### src/rtl/spaceinvaders_pkg.sv
// Shared Space Invaders constants: enemy grid size, index width and the fire scheduler state encoding.
package spaceinvaders_pkg;

    localparam int LINHAS  = 5;
    localparam int COLUNAS = 13;
    localparam int IDX_W   = 6;

    typedef enum logic [1:0] {
        ST_IDLE = 2'd0,
        ST_SCAN = 2'd1,
        ST_FIRE = 2'd2
    } fire_state_t;

    // Column index increment with wrap from n-1 back to 0.
    function automatic logic [IDX_W-1:0] wrap_inc(input logic [IDX_W-1:0] v, input int n);
        return (int'(v) == n - 1) ? '0 : v + IDX_W'(1);
    endfunction

endpackage

### src/rtl/enemy_col_bottom.sv
// Combinational bottom-most alive enemy finder for one column (bit k = row k, row 0 = top).
module enemy_col_bottom
    import spaceinvaders_pkg::*;
#(
    parameter int ROWS = spaceinvaders_pkg::LINHAS
) (
    input  logic [ROWS-1:0]  col_bits,
    output logic             found,
    output logic [IDX_W-1:0] row
);

    // Later (higher) rows overwrite earlier ones, so the last hit is the bottom-most.
    always_comb begin
        found = 1'b0;
        row   = '0;
        for (int k = 0; k < ROWS; k++) begin
            if (col_bits[k]) begin
                found = 1'b1;
                row   = IDX_W'(k);
            end
        end
    end

endmodule

### src/rtl/enemy_fire_scheduler.sv
// Enemy fire scheduler: periodic column scan picking the bottom-most alive shooter.
// Define FIRE_RANDOM_EN to seed each scan start column from an 8-bit LFSR.
module enemy_fire_scheduler
    import spaceinvaders_pkg::*;
#(
    parameter int LINHAS      = spaceinvaders_pkg::LINHAS,
    parameter int COLUNAS     = spaceinvaders_pkg::COLUNAS,
    parameter int FIRE_PERIOD = 10000000
) (
    input  logic                      clk,
    input  logic                      reset,
    input  logic                      game_active,
    input  logic [LINHAS*COLUNAS-1:0] enemy_alive,
    input  logic                      shot_busy,
    input  logic                      fire_ack,
    output logic                      fire_req,
    output logic [IDX_W-1:0]          fire_col,
    output logic [IDX_W-1:0]          fire_row,
    output logic                      no_target
);

    localparam int               TMR_W      = $clog2(FIRE_PERIOD);
    localparam logic [TMR_W-1:0] TMR_RELOAD = TMR_W'(FIRE_PERIOD - 1);
    localparam int               AW         = LINHAS * COLUNAS;
    localparam int               TGT_W      = $clog2(AW);

    fire_state_t      state_reg, state_next;
    logic [TMR_W-1:0] timer_reg, timer_next;
    logic [IDX_W-1:0] ptr_reg, ptr_next;
    logic [IDX_W-1:0] scan_cnt_reg, scan_cnt_next;
    logic [IDX_W-1:0] fire_col_reg, fire_col_next;
    logic [IDX_W-1:0] fire_row_reg, fire_row_next;
    logic             no_target_reg, no_target_next;

    logic [LINHAS-1:0] col_bits;
    logic              col_found;
    logic [IDX_W-1:0]  col_row;
    logic [TGT_W-1:0]  tgt_idx;
    logic              tgt_alive;

    for (genvar gi = 0; gi < LINHAS; gi++) begin : g_col_bits
        assign col_bits[gi] = enemy_alive[TGT_W'(gi * COLUNAS) + TGT_W'(ptr_reg)];
    end

    enemy_col_bottom #(.ROWS(LINHAS)) u_col_bottom (
        .col_bits (col_bits),
        .found    (col_found),
        .row      (col_row)
    );

    assign tgt_idx   = TGT_W'(fire_row_reg) * TGT_W'(COLUNAS) + TGT_W'(fire_col_reg);
    assign tgt_alive = enemy_alive[tgt_idx];

`ifdef FIRE_RANDOM_EN
    logic [7:0] lfsr_reg;

    always_ff @(posedge clk) begin
        if (reset) begin
            lfsr_reg <= 8'hA5;
        end else begin
            lfsr_reg <= {lfsr_reg[6:0], lfsr_reg[7] ^ lfsr_reg[5] ^ lfsr_reg[4] ^ lfsr_reg[3]};
        end
    end
`endif

    always_ff @(posedge clk) begin
        if (reset) begin
            state_reg     <= ST_IDLE;
            timer_reg     <= TMR_RELOAD;
            ptr_reg       <= '0;
            scan_cnt_reg  <= '0;
            fire_col_reg  <= '0;
            fire_row_reg  <= '0;
            no_target_reg <= 1'b0;
        end else begin
            state_reg     <= state_next;
            timer_reg     <= timer_next;
            ptr_reg       <= ptr_next;
            scan_cnt_reg  <= scan_cnt_next;
            fire_col_reg  <= fire_col_next;
            fire_row_reg  <= fire_row_next;
            no_target_reg <= no_target_next;
        end
    end

    always_comb begin
        state_next     = state_reg;
        timer_next     = timer_reg;
        ptr_next       = ptr_reg;
        scan_cnt_next  = scan_cnt_reg;
        fire_col_next  = fire_col_reg;
        fire_row_next  = fire_row_reg;
        no_target_next = 1'b0;

        case (state_reg)
            ST_IDLE: begin
                if (timer_reg != '0) begin
                    timer_next = timer_reg - TMR_W'(1);
                end else if (!shot_busy) begin
                    state_next    = ST_SCAN;
                    scan_cnt_next = '0;
`ifdef FIRE_RANDOM_EN
                    ptr_next      = IDX_W'(lfsr_reg % 8'(COLUNAS));
`endif
                end
            end
            ST_SCAN: begin
                if (col_found) begin
                    fire_col_next = ptr_reg;
                    fire_row_next = col_row;
                    state_next    = ST_FIRE;
                end else begin
                    ptr_next = wrap_inc(ptr_reg, COLUNAS);
                    if (scan_cnt_reg == IDX_W'(COLUNAS - 1)) begin
                        no_target_next = 1'b1;
                        timer_next     = TMR_RELOAD;
                        state_next     = ST_IDLE;
                    end else begin
                        scan_cnt_next = scan_cnt_reg + IDX_W'(1);
                    end
                end
            end
            ST_FIRE: begin
                // Ack wins over a simultaneous target death.
                if (fire_ack) begin
                    ptr_next   = wrap_inc(fire_col_reg, COLUNAS);
                    timer_next = TMR_RELOAD;
                    state_next = ST_IDLE;
                end else if (!tgt_alive) begin
                    ptr_next      = fire_col_reg;
                    scan_cnt_next = '0;
                    state_next    = ST_SCAN;
                end
            end
            default: state_next = ST_IDLE;
        endcase

        if (!game_active) begin
            state_next     = ST_IDLE;
            timer_next     = TMR_RELOAD;
            ptr_next       = ptr_reg;
            scan_cnt_next  = scan_cnt_reg;
            fire_col_next  = fire_col_reg;
            fire_row_next  = fire_row_reg;
            no_target_next = 1'b0;
        end
    end

    always_comb begin
        fire_req  = (state_reg == ST_FIRE);
        fire_col  = fire_col_reg;
        fire_row  = fire_row_reg;
        no_target = no_target_reg;
    end

endmodule

### config.mk
export PLATFORM = sky130hd
export DESIGN_NAME = enemy_fire_scheduler
export DESIGN_NICKNAME = d
export VERILOG_FILES = /design/src/rtl/spaceinvaders_pkg.sv /design/src/rtl/enemy_col_bottom.sv /design/src/rtl/enemy_fire_scheduler.sv
export SDC_FILE = /design/constraint.sdc
export NUM_CORES = 1
export LEC_CHECK = 0
export CAP_MARGIN = 20
export CORE_MARGIN = 2
export CORE_UTILIZATION = 44
export CTS_BUF_LIST = sky130_fd_sc_hd__clkbuf_8
export DETAILED_ROUTE_END_ITERATION = 10
export MAX_ROUTING_LAYER = met4
export PLACE_DENSITY = 0.69
export SKIP_LAST_GASP = 1
export SLEW_MARGIN = 10
export SYNTH_ARGS = -nofsm -noshare
export SYNTH_HDL_FRONTEND = slang
export SYNTH_SLANG_ARGS = --single-unit
### constraint.sdc
create_clock -name clk -period 4 [get_ports clk]
set_input_delay 1 -clock clk [delete_from_list [all_inputs] [get_ports clk]]
set_output_delay 1 -clock clk [all_outputs]
set_load 0.02 [all_outputs]
# --- Word level (Yosys, flattened, before mapping) ---
# Index checks and enable logic that the tools add are counted.
classes:
  reduce_logical: 11
  add_sub_neg: 9
  magnitude_cmp: 6
  eq_ne: 16
  bitwise: 2
  n_mux: 47
  multipliers: 1
op_table:
  columns: ["op", "n"]
  rows:
  - ["2-to-1 mux 24 bit", 4]
  - ["case mux 24 bit (3 select lines)", 1]
  - ["2-to-1 mux 6 bit", 11]
  - ["less-than comparator 7 x 8 -> 1 bit, second input constant", 5]
  - ["binary-select mux 1 bit (select 7 bit)", 5]
  - ["nonzero test 24 bit", 1]
  - ["subtractor 24 x 1 -> 24 bit, second input constant", 1]
  - ["adder 6 x 1 -> 6 bit, second input constant", 3]
  - ["!= test 2 bit, second input constant", 9]
  - ["case mux 6 bit (3 select lines)", 1]
  - ["2-to-1 mux 2 bit", 8]
  - ["adder 6 x 6 -> 7 bit, first input constant", 2]
  - ["2-to-1 mux 1 bit", 13]
  - ["== test 6 x 5 -> 1 bit, second input constant", 2]
  - ["case mux 6 bit (2 select lines)", 1]
  - ["less-than comparator 6 x 8 -> 1 bit, second input constant", 1]
  - ["AND reduction 4 bit", 2]
  - ["AND reduction 8 bit", 1]
  - ["adder 4 x 6 -> 7 bit, first input constant", 1]
  - ["adder 5 x 6 -> 7 bit, first input constant", 1]
  - ["adder 7 x 6 -> 7 bit", 1]
  - ["multiplier 6 x 4 -> 7 bit, second input constant", 1]
  - ["binary-select mux 1 bit (select 6 bit)", 1]
  - ["== test 6 x 4 -> 1 bit, second input constant", 1]
  - ["other kinds (13)", 15]
totals:
  output_inout_bits: 14
  reg_bits: 51
  input_bits: 70
  elab_cells: 99

# --- Longest topological paths before layout ---
# Gate-level depths: netlist of run 1.
logic_depth:
  word_depth: 9
  mapped_depth: 20
  mapped_depth_nobuf: 17

# --- Hierarchy ---
# From an unflattened synthesis of run 1, not the netlist that was laid out.
hier_totals:
  hier_cells: 640
  hier_area_um2: 6187.2
by_module_without_submodules:
  columns: ["module", "cells_per_inst", "seq_area_each_um2", "n_inst", "area_each_um2"]
  rows:
  - ["enemy_fire_scheduler", 628, 1021.0, 1, 6118.4]
  - ["enemy_col_bottom", 12, 0.0, 1, 68.8]

# --- Worst setup path before layout of run 1 ---
# Ideal clock, no wire load.
synth_timing:
  kind: "register to register"
  start: "register ptr_reg[1]"
  end: "register timer_reg[12]"
  n_path_buf: 7
  synth_period_minus_slack_ps: 4289
  t_arrival_ps: 4161
  required_ps: 3872
  path_slack_ps: -289
  setup_time_ps: 128
  path_stages_with_launch: 18
  path_cell_list: "dfxtp_1 buf_4 buf_2 buf_2 inv_1 ha_1 buf_2 clkbuf_1 mux4_2 mux2i_1 o32ai_1 a211oi_2 nor2_2 o41a_4 buf_6 buf_2 o41ai_1 nand3_1"
synth_between:
  elab_chain_cells: 9
  elab_cells_between_ends: 21
  classes_between: "add/sub: 4; eq/ne: 1; mux: 15; reduce/logical: 1"
synth_rtl:
  columns: ["item", "line", "text"]
  rows:
  - ["from (decl)", "enemy_fire_scheduler.sv:29", "logic [IDX_W-1:0] ptr_reg, ptr_next;"]
  - ["from (signal assigned)", "enemy_fire_scheduler.sv:78", "ptr_reg <= ptr_next;"]
  - ["adder 4 x 6 -> 7 bit / binary-select mux 1 bit (select 6 bit) (equally long branches)", "enemy_fire_scheduler.sv:42", "assign col_bits[gi] = enemy_alive[TGT_W'(gi * COLUNAS) + TGT_W'(ptr_reg)];"]
  - ["binary-select mux 1 bit (select 7 bit) / 2-to-1 mux 1 bit (equally long branches)", "enemy_fire_scheduler.sv:42", null]
  - ["2-to-1 mux 1 bit (on tied branches)", "enemy_fire_scheduler.sv:42, enemy_col_bottom.sv:17", null]
  - ["2-to-1 mux 1 bit (3 in a row)", "enemy_col_bottom.sv:17", "if (col_bits[k]) begin"]
  - ["2-to-1 mux 1 bit (*)", "enemy_col_bottom.sv:17", null]
  - ["!= test 2 bit (no line) (*)", null, null]
  - ["AND reduction 5 bit (no line) (*)", null, null]
  - ["to (signal assigned)", "enemy_fire_scheduler.sv:77", "timer_reg <= timer_next;"]
  - ["to (decl)", "enemy_fire_scheduler.sv:28", "logic [TMR_W-1:0] timer_reg, timer_next;"]
# Every way passes the cells marked *; elsewhere a longest branch is shown, timed or not. The select of a mux whose other input is x is not followed.
# A chain may end at the register's enable or synchronous reset.

# --- Worst setup path after layout of run 1 ---
layout_timing:
  start: "input enemy_alive[14]"
  end: "register state_reg[0]"
layout_between:
  elab_chain_cells: 9
  elab_cells_between_ends: 22
  classes_between: "eq/ne: 2; mux: 19; reduce/logical: 1"
layout_rtl:
  columns: ["item", "line", "text"]
  rows:
  - ["from (decl)", "enemy_fire_scheduler.sv:13", "input logic [LINHAS*COLUNAS-1:0] enemy_alive,"]
  - ["binary-select mux 1 bit (select 6 bit)", "enemy_fire_scheduler.sv:42", null]
  - ["2-to-1 mux 1 bit (implied by the code)", "enemy_fire_scheduler.sv:42", null]
  - ["2-to-1 mux 1 bit (5 in a row)", "enemy_col_bottom.sv:17", null]
  - ["!= test 3 bit (no line) / 2-to-1 mux 2 bit (equally long branches)", null, null]
  - ["AND reduction 4 bit (no line) / case mux 2 bit (3 select lines) (equally long branches)", null, null]
  - ["to (signal assigned)", "enemy_fire_scheduler.sv:76", "state_reg <= state_next;"]
  - ["to (decl)", "enemy_fire_scheduler.sv:27", "fire_state_t state_reg, state_next;"]
# Several ways; a longest one is shown, not always the timed one. The select of a mux whose other input is x is not followed.

==> metrics, run 1 <==
Largest stage delay, worst path 0.55 ns; die width ~130 um; height of the chip approximately 130 um; share of flip-flops with an asynchronous set or reset 0%; multiplexer share of the synthesized area between 30% and 40%; slowest CP cell mux4_1; Syn-to-layout area delta 33.19%; post-placement cell area about 0.0088 sq mm; Mapped Avg Cell Area between 9 and 10 sq um; Final Hold Fails 0; simple-gate share of the synthesized area about 18%; GP Congestion 1.010; fin nets ~1000; HPWL Detailed 17130 um; cell with the most instances after synthesis mux4_2; Cell Chain, Critical Path clkdlybuf4s50_1 > buf_4 > mux4_1 > nand3_1 > o211ai_1 > a211oi_2 > a31o_2 > a32oi_4 > buf_6 > or4_1 > o311a_1 > mux2i_1; core area roughly 0.016 sq mm; CTS tree yes; remaining antenna violation count after routing 0; initial core utilization between 40% and 50%; register area share after synthesis ~14%; GRT overflow 0; Clock Tree Buf Depth 2; Rows 46; CTS Hold Bufs 0; Slew headroom between 30% and 40%; yosys synthesis warning count 0; Synth area leader mux4_2; vias in the first global route ~7000; DRT iter0 DRCs 762; largest net degree at the start of global routing 43; Period Utilization, post-route between 90 and 100%; PD cells between 100 and 150 mW/mm^2; Bufs and invs on worst path 3; post-synth cell types 86; CP Capture Type register; Netlist Area Pre-Place ~0.0071 sq mm; initial antenna violation count 2; final setup vio count 0; die footprint about 0.017 sq mm; Synth Area in XOR/XNOR between 3 and 4%; I/O Pins 84; Post-Route Skew about 0.017 ns; status finished, final reports clean; CP delay by family, top compound AO/OA/AOI/OAI gates; Post-Synth Adder-Cell Area approximately 6.8%; Post-synth EDFFs 0; DR vias/cell 6.539; first-pass GRT wire length between 30000 and 40000 um; most used flip-flop cell after synthesis dfxtp_1; CP Class input port to register; CTS Buf Count 5; H-tree Lvls 2; Critical Path RT 4.20 ns; total power 1.195 mW; largest family of logic cells by synthesized area multiplexers; clock-pin slew on the worst setup and hold paths between 0.1 and 0.15 ns; design area roughly 0.0094 sq mm; class of the worst hold path register to register; Compound-Gate Fraction of Synth Area between 20% and 30%; TritonRoute pass-1 iters 6; measured slew at the worst slew-check pin a little over 1 ns; WL final 23430 um; Synth top area share between 20% and 30%; Root Buffer clkbuf_8; DRC viols 0; Tot GR Track Use between 20% and 30%; final core occ 59.64%; RSZ-0062 raised after global routing yes; Mapped Cells a little under 800; Largest register FFs 24; Vias around 7600; Worst Setup Start Kind input port; Pleak about 3.3 nW; max cap viols 0; worst skew pair latency roughly 0.32 ns; Peak VDD IR approximately 0.13 mV; top post-synthesis cells by area mux4_2, dfxtp_1, ha_1; fmax roughly 250 MHz; #FFs+latches synth between 40 and 50; min cycle time layout 3.937 ns; hold slack between 0.4 and 0.5 ns; layout cell share with drive strength beyond 1 a little over 30%; list of most frequent post-synthesis cells mux4_2, nand2_1, dfxtp_1; routed len/inst between 20 and 25 um; Port Buf Inserts 80; fin. max-slew vios 0; CTS Sinks 48; worst-path fanout max 7; crit path DAT ~4.1 ns
==> power breakdown <==
| part | internal [mW] | switching (mW) | total, mW |
|---|---|---|---|
| combinational | 0.187 | 0.140 | 0.327 |
| sequential | 0.476 | 0.00104 | 0.477 |
| clock | 0.205 | 0.186 | 0.391 |
==> placed cells by master, fill, tap and decap left out, types with 5 or more instances in the layout <==
master           count
xnor2_1             13
nor2_1              37
xor2_1               7
ha_4                 9
clkdlybuf4s50_1     67
nor2b_1              5
o31ai_1             15
nand3_1             37
a31oi_1             10
nand2_1             61
dlymetal6s2s_1      11
and2_1               5
o2111ai_1            7
nand2b_1             7
nand4_1             18
buf_12               5
nor3_1              17
inv_1               32
o21a_1               6
ha_1                23
mux2i_1             29
mux4_1               6
clkbuf_8             6
or4_1               19
mux4_2              71
o211ai_1            10
nor4_1              15
o21ai_0             27
a21oi_1             41
a211oi_1             9
dfxtp_1             43
o22ai_1              7
buf_4              126
==> per-layer routing <==
layer	share of wire (%)	global-route usage, %	vias up
met5	0	-	-
met4	1.6	6.133	0
met3	9.7	4.235	40
met2	47	43.32	436
met1	41	38.44	3658
li1	-	-	3418
==> path summary, 6_finish.rpt <==
path,from,endpoint,slack (ns),cells after the start
setup / recovery,enemy_alive[14],state_reg[0]$_SDFFE_PP0P_,0.06,12
setup reg to reg,fire_row[0]$_SDFFE_PP0P_,scan_cnt_reg[2]$_SDFFE_PP0P_,0.08,13
hold reg to reg,timer_reg[8]$_SDFFE_PP0P_,timer_reg[8]$_SDFFE_PP0P_,0.50,2
hold / removal,timer_reg[8]$_SDFFE_PP0P_,timer_reg[8]$_SDFFE_PP0P_,0.50,2
==> through the flow <==
stage                     setup TNS (ns)  setup WS, ns  cells
after CTS                              0      0.004099   1147
after global routing            -0.05722      -0.02343   1155
final                                  0       0.06323   1155
after global placement            -9.699       -0.3744   1136
after detailed placement          -10.63       -0.4117   1136
after floorplan                        0       0.01714    772
==> worst reg2reg max path: stages, from the launching register on <==
cell and delay [ns]:
dfxtp_4 0.37, ha_4 0.23, fa_1 0.55, ha_4 0.21
a21o_1 0.18, a21oi_4 0.28, xnor2_4 0.17, mux4_2 0.53
o211a_1 0.27, a211oi_4 0.31, buf_4 0.17, o211ai_1 0.10
or3_1 0.37, a21oi_2 0.13
==> final cells by class <==
cell class | count | area (sq um)
diodes | 2 | 5.005
clock buffers | 6 | 82.58
clock inverters | 2 | 38.79
fillers | 1338 | 6387
inverters | 39 | 146.4
multi-input cells | 626 | 5981
flip-flops and latches | 48 | 974.7
well taps | 216 | 270.3
repair buffers | 216 | 1942
==> cells by family (layout without fill, tap and decap cells) <==
kind of cell | Yosys count | after routing
XOR/XNOR | 25 | 25
adder cells (fa/ha/maj) | 37 | 37
other | 1 | 5
AO/OA/AOI/OAI | 202 | 204
multiplexers | 114 | 114
flip-flops | 48 | 48
AND/OR/NAND/NOR | 243 | 243
buffers and inverters | 100 | 263
==> repair_timing <==
item                                    in CTS  in global routing
gates resized for setup                     21                 57
setup buffers                                1                  5
cloned                                       2                  1
pin swaps                                    6                 24
endpoints found under the setup margin      10                 45
Note: power is estimated with default switching activity, not from simulation.
==> run 2: changes to the inputs <==
Settings changed: PLACE_DENSITY 0.69 to 0.7, SYNTH_HIERARCHICAL from default to 1.
==> run 2 against run 1 <==
Compared with the run above: routed wire length decreased by 10%; sequential share of layout area increased by 1.2 points; design area decreased by 5.1%; core utilization increased by 5.1 points; die area decreased by 12%; the flow now finishes with violations (negative setup slack); synthesized area decreased by 13%.
==> metrics, run 2 <==
yosys synthesis warning count 6 (was 0); R2R Path End timer_reg[21]$_SDFFE_PP0P_ (was scan_cnt_reg[2]$_SDFFE_PP0P_); Comb pwr share 25.4% (was 27.4%); top post-synthesis cells by area mux4_2, dfxtp_1, ha_1 (unchanged); Clock Tree Buf Depth 2 (unchanged); CP Capture Type register (unchanged); HP Start fire_row[5]$_SDFFE_PP0P_ (was timer_reg[8]$_SDFFE_PP0P_); most used flip-flop cell after synthesis dfxtp_1 (unchanged); largest net degree at the start of global routing 27 (was 43); Tot GR Track Use 28.33% (was 27.76%); Sw Share 27.85% (was 27.33%); Critical Path RT 4.25 ns (was 4.20 ns); vias in the first global route 6412 (was 6811); I/O Pins 84 (unchanged); post-synth cell types 69 (was 86); Netlist Area Pre-Place 0.006187 sq mm (was 0.007088 sq mm); DR vias/cell 6.266 (was 6.539); Mapped Cells 640 (was 770); crit path DAT 4.84 ns (was 4.13 ns); final core occ 64.79% (was 59.64%); met2 Use GR 48.58% (was 43.32%); max cap viols 0 (unchanged); PD cells 121.8 mW/mm^2 (was 126.6 mW/mm^2); sequential power share 46.6% (was 40.0%); slowest CP cell mux4_2 (was mux4_1); DRC viols 0 (unchanged); Rows 43 (was 46); design area 0.008959 sq mm (was 0.009440 sq mm); CTS tree yes (unchanged); Syn-to-layout area delta 44.79% (was 33.19%); list of most frequent post-synthesis cells nand2_1, mux4_2, dfxtp_1 (was mux4_2, nand2_1, dfxtp_1); final setup vio count 39 (was 0); fin nets 952 (was 1043); Largest stage delay, worst path 0.52 ns (was 0.55 ns); grt met1 use 35.38% (was 38.44%); layout cell share with drive strength beyond 1 40.97% (was 30.42%); post-placement cell area 0.008097 sq mm (was 0.008840 sq mm); H-tree Lvls 2 (unchanged); CTS Sinks 51 (was 48); Mapped Avg Cell Area 9.667 sq um (was 9.205 sq um); most frequent cells in the layout buf_4, mux4_2, nand2_1, dfxtp_1, dlygate4sd2_1 (was buf_4, mux4_2, clkdlybuf4s50_1, nand2_1, dfxtp_1); Synth top area share 29.48% (was 21.61%); WL final 21000 um (was 23430 um); Post-Route Skew 0.008217 ns (was 0.01665 ns); die footprint 0.01503 sq mm (was 0.01714 sq mm); worst-path fanout max 5 (was 7); worst skew pair latency 0.31 ns (was 0.32 ns); most common cell after layout, fill and taps aside buf_4 (unchanged); CTS Buf Count 5 (unchanged); PnR worst setup slack -0.5882 ns (was 0.06323 ns); Worst R2R Path Depth 18 (was 13); TritonRoute pass-1 iters 5 (was 6); Largest register FFs 24 (unchanged); FF-to-FF Start ptr_reg[0]$_SDFFE_PP0P_ (was fire_row[0]$_SDFFE_PP0P_); Power Internal 787.1 uW (was 868.4 uW); CP Class input port to register (unchanged); status complete, but fails checks (was finished, final reports clean); cell with the most instances after synthesis nand2_1 (was mux4_2); Peak VDD IR 0.1187 mV (was 0.1337 mV); core area 0.01383 sq mm (was 0.01583 sq mm); first-pass GRT wire length 32680 um (was 36630 um); routing usage on met3 3.578% (was 4.235%); Clock power frac 28.0% (was 32.7%); DRT iter0 DRCs 519 (was 762); remaining antenna violation count after routing 0 (unchanged); Root Buffer clkbuf_8 (unchanged); RSZ-0062 raised after global routing yes (unchanged); hold depth 2 (unchanged); Final Hold Fails 0 (unchanged); busiest metal layer after global routing met2 (unchanged); Cell Chain, Critical Path dlygate4sd2_1 > mux4_2 > mux4_2 > mux2i_2 > mux2i_1 > o211ai_1 > o211ai_1 > nor3_2 > nand2_2 > nor4_4 > o21ai_2 > a211oi_2 > nand4_1 > buf_4 > or3_4 > a21oi_2 (was clkdlybuf4s50_1 > buf_4 > mux4_1 > nand3_1 > o211ai_1 > a211oi_2 > a31o_2 > a32oi_4 > buf_6 > or4_1 > o311a_1 > mux2i_1); fmax 218.0 MHz (was 254.0 MHz); GRT overflow 0 (unchanged); measured slew at the worst slew-check pin 0.7569 ns (was 1.010 ns); initial core utilization 44.75% (was 44.78%); register area share after synthesis 16.50% (was 13.56%); initial antenna violation count 0 (was 2); reg2reg setup slack -0.53 ns (was 0.08 ns); Port Buf Inserts 83 (was 80); class of the worst hold path register to register (unchanged); ANT cells 0 (was 2); GP Congestion 1.026 (was 1.010); Slew headroom 49.15% (was 32.69%); #FFs+latches synth 51 (was 48); Synth area leader mux4_2 (unchanged); routed len/inst 20.55 um (was 20.29 um); Pleak 3.368 nW (was 3.323 nW); WHS Endpoint fire_row[5]$_SDFFE_PP0P_ (was timer_reg[8]$_SDFFE_PP0P_); Worst Setup Start Kind input port (unchanged); height of the chip 122.6 um (was 130.9 um); sw power 303.8 uW (was 326.6 uW); clock-pin slew on the worst setup and hold paths 0.10 ns (was 0.11 ns); HPWL Detailed 15320 um (was 17130 um); Filler cells 1074 (was 1338); share of flip-flops with an asynchronous set or reset 0% (unchanged); Post-synth EDFFs 0 (unchanged); fin. max-slew vios 0 (unchanged); Vias 6404 (was 7552); die width 122.6 um (was 130.9 um); failing checks negative setup slack; min cycle time layout 4.588 ns (was 3.937 ns); Period Utilization, post-route 114.7% (was 98.42%); DP Worst Slack -1.053 ns (was -0.4117 ns)
run 2: kinds of logic after synthesis:
logic type	share of synthesized area [%]
AND/OR/NAND/NOR	15.92
AO/OA/AOI/OAI	13.55
multiplexers	34.22
buffers and inverters	4.995
flip-flops	16.50
XOR/XNOR	5.946
adder cells (fa/ha/maj)	8.817
other	0.06061
run 2: what timing repair did:
item	CTS	global route
hold buffers	0	0
gates resized for setup	142	66
pin swaps	32	35
setup buffers	26	9
gates cloned	3	1
setup endpoints to repair	38	51
run 2: worst max-delay path by stage:
stage                       startpoint                         end  cells past startpoint  slack [ns]
2_1_floorplan  ptr_reg[1]$_SDFFE_PP0P_  timer_reg[21]$_SDFFE_PP0P_                     21       -0.61
3_3_place_gp           enemy_alive[44]  timer_reg[20]$_SDFFE_PP1P_                     16       -0.89
3_5_place_dp           enemy_alive[52]  timer_reg[21]$_SDFFE_PP0P_                     15       -1.05
4_1_cts        ptr_reg[0]$_SDFFE_PP0P_    fire_row[0]$_SDFFE_PP0P_                     26       -0.35
5_1_grt                enemy_alive[28]  timer_reg[21]$_SDFFE_PP0P_                     16       -0.62
6_report               enemy_alive[28]  timer_reg[21]$_SDFFE_PP0P_                     16       -0.59
run 2: worst max-delay path, delay by kind of cell:
family | cells | cell delay [ns]
buffers and inverters | 2 | 0.52
AND/OR/NAND/NOR | 5 | 1.18
multiplexers | 4 | 1.35
AO/OA/AOI/OAI | 5 | 0.79
run 2: per-stage QoR:
step	power (mW)	hold WS, ns	setup TNS (ns)	cells
final	1.091	0.5127	-11.87	1022
after CTS	1.082	0.5100	-6.880	1020
after floorplan	0.6261	0.4468	-8.092	642
after detailed placement	0.7902	0.4937	-31.98	985
after global routing	1.130	0.5327	-12.28	1022
after global placement	0.7804	0.4748	-24.50	985
run 2: cell type report:
type                    instances  area [sq um]  area share (%)
clock buffers                   5         68.82          0.7682
clock inverters                 2         13.76          0.1536
inverters                      31         121.4           1.355
multi-input cells             518          5398           60.25
flip-flops and latches         51          1030           11.49
well taps                     180         225.2           2.514
repair buffers                235          2102           23.46
run 2: layer usage:
metal	share of wire, %	vias to the layer above
met5	0	-
met4	3.0	0
met3	7.3	64
met2	51	331
met1	39	3150
li1	-	2859
run 2: power groups by stage:
stage / sequential (mW) / combinational, mW / clock, mW
4_1_cts: 0.508 / 0.269 / 0.305
2_1_floorplan: 0.521 / 0.105 / 0
5_1_grt: 0.508 / 0.291 / 0.330
3_5_place_dp: 0.520 / 0.270 / 0
3_3_place_gp: 0.520 / 0.260 / 0
6_report: 0.508 / 0.277 / 0.306
==> run 3: changes to the inputs <==
Settings changed: HOLD_SLACK_MARGIN from default to 0.08.
==> results of run 3 <==
Same layout as run 2: the final DEF is identical, and so are final timing and power.
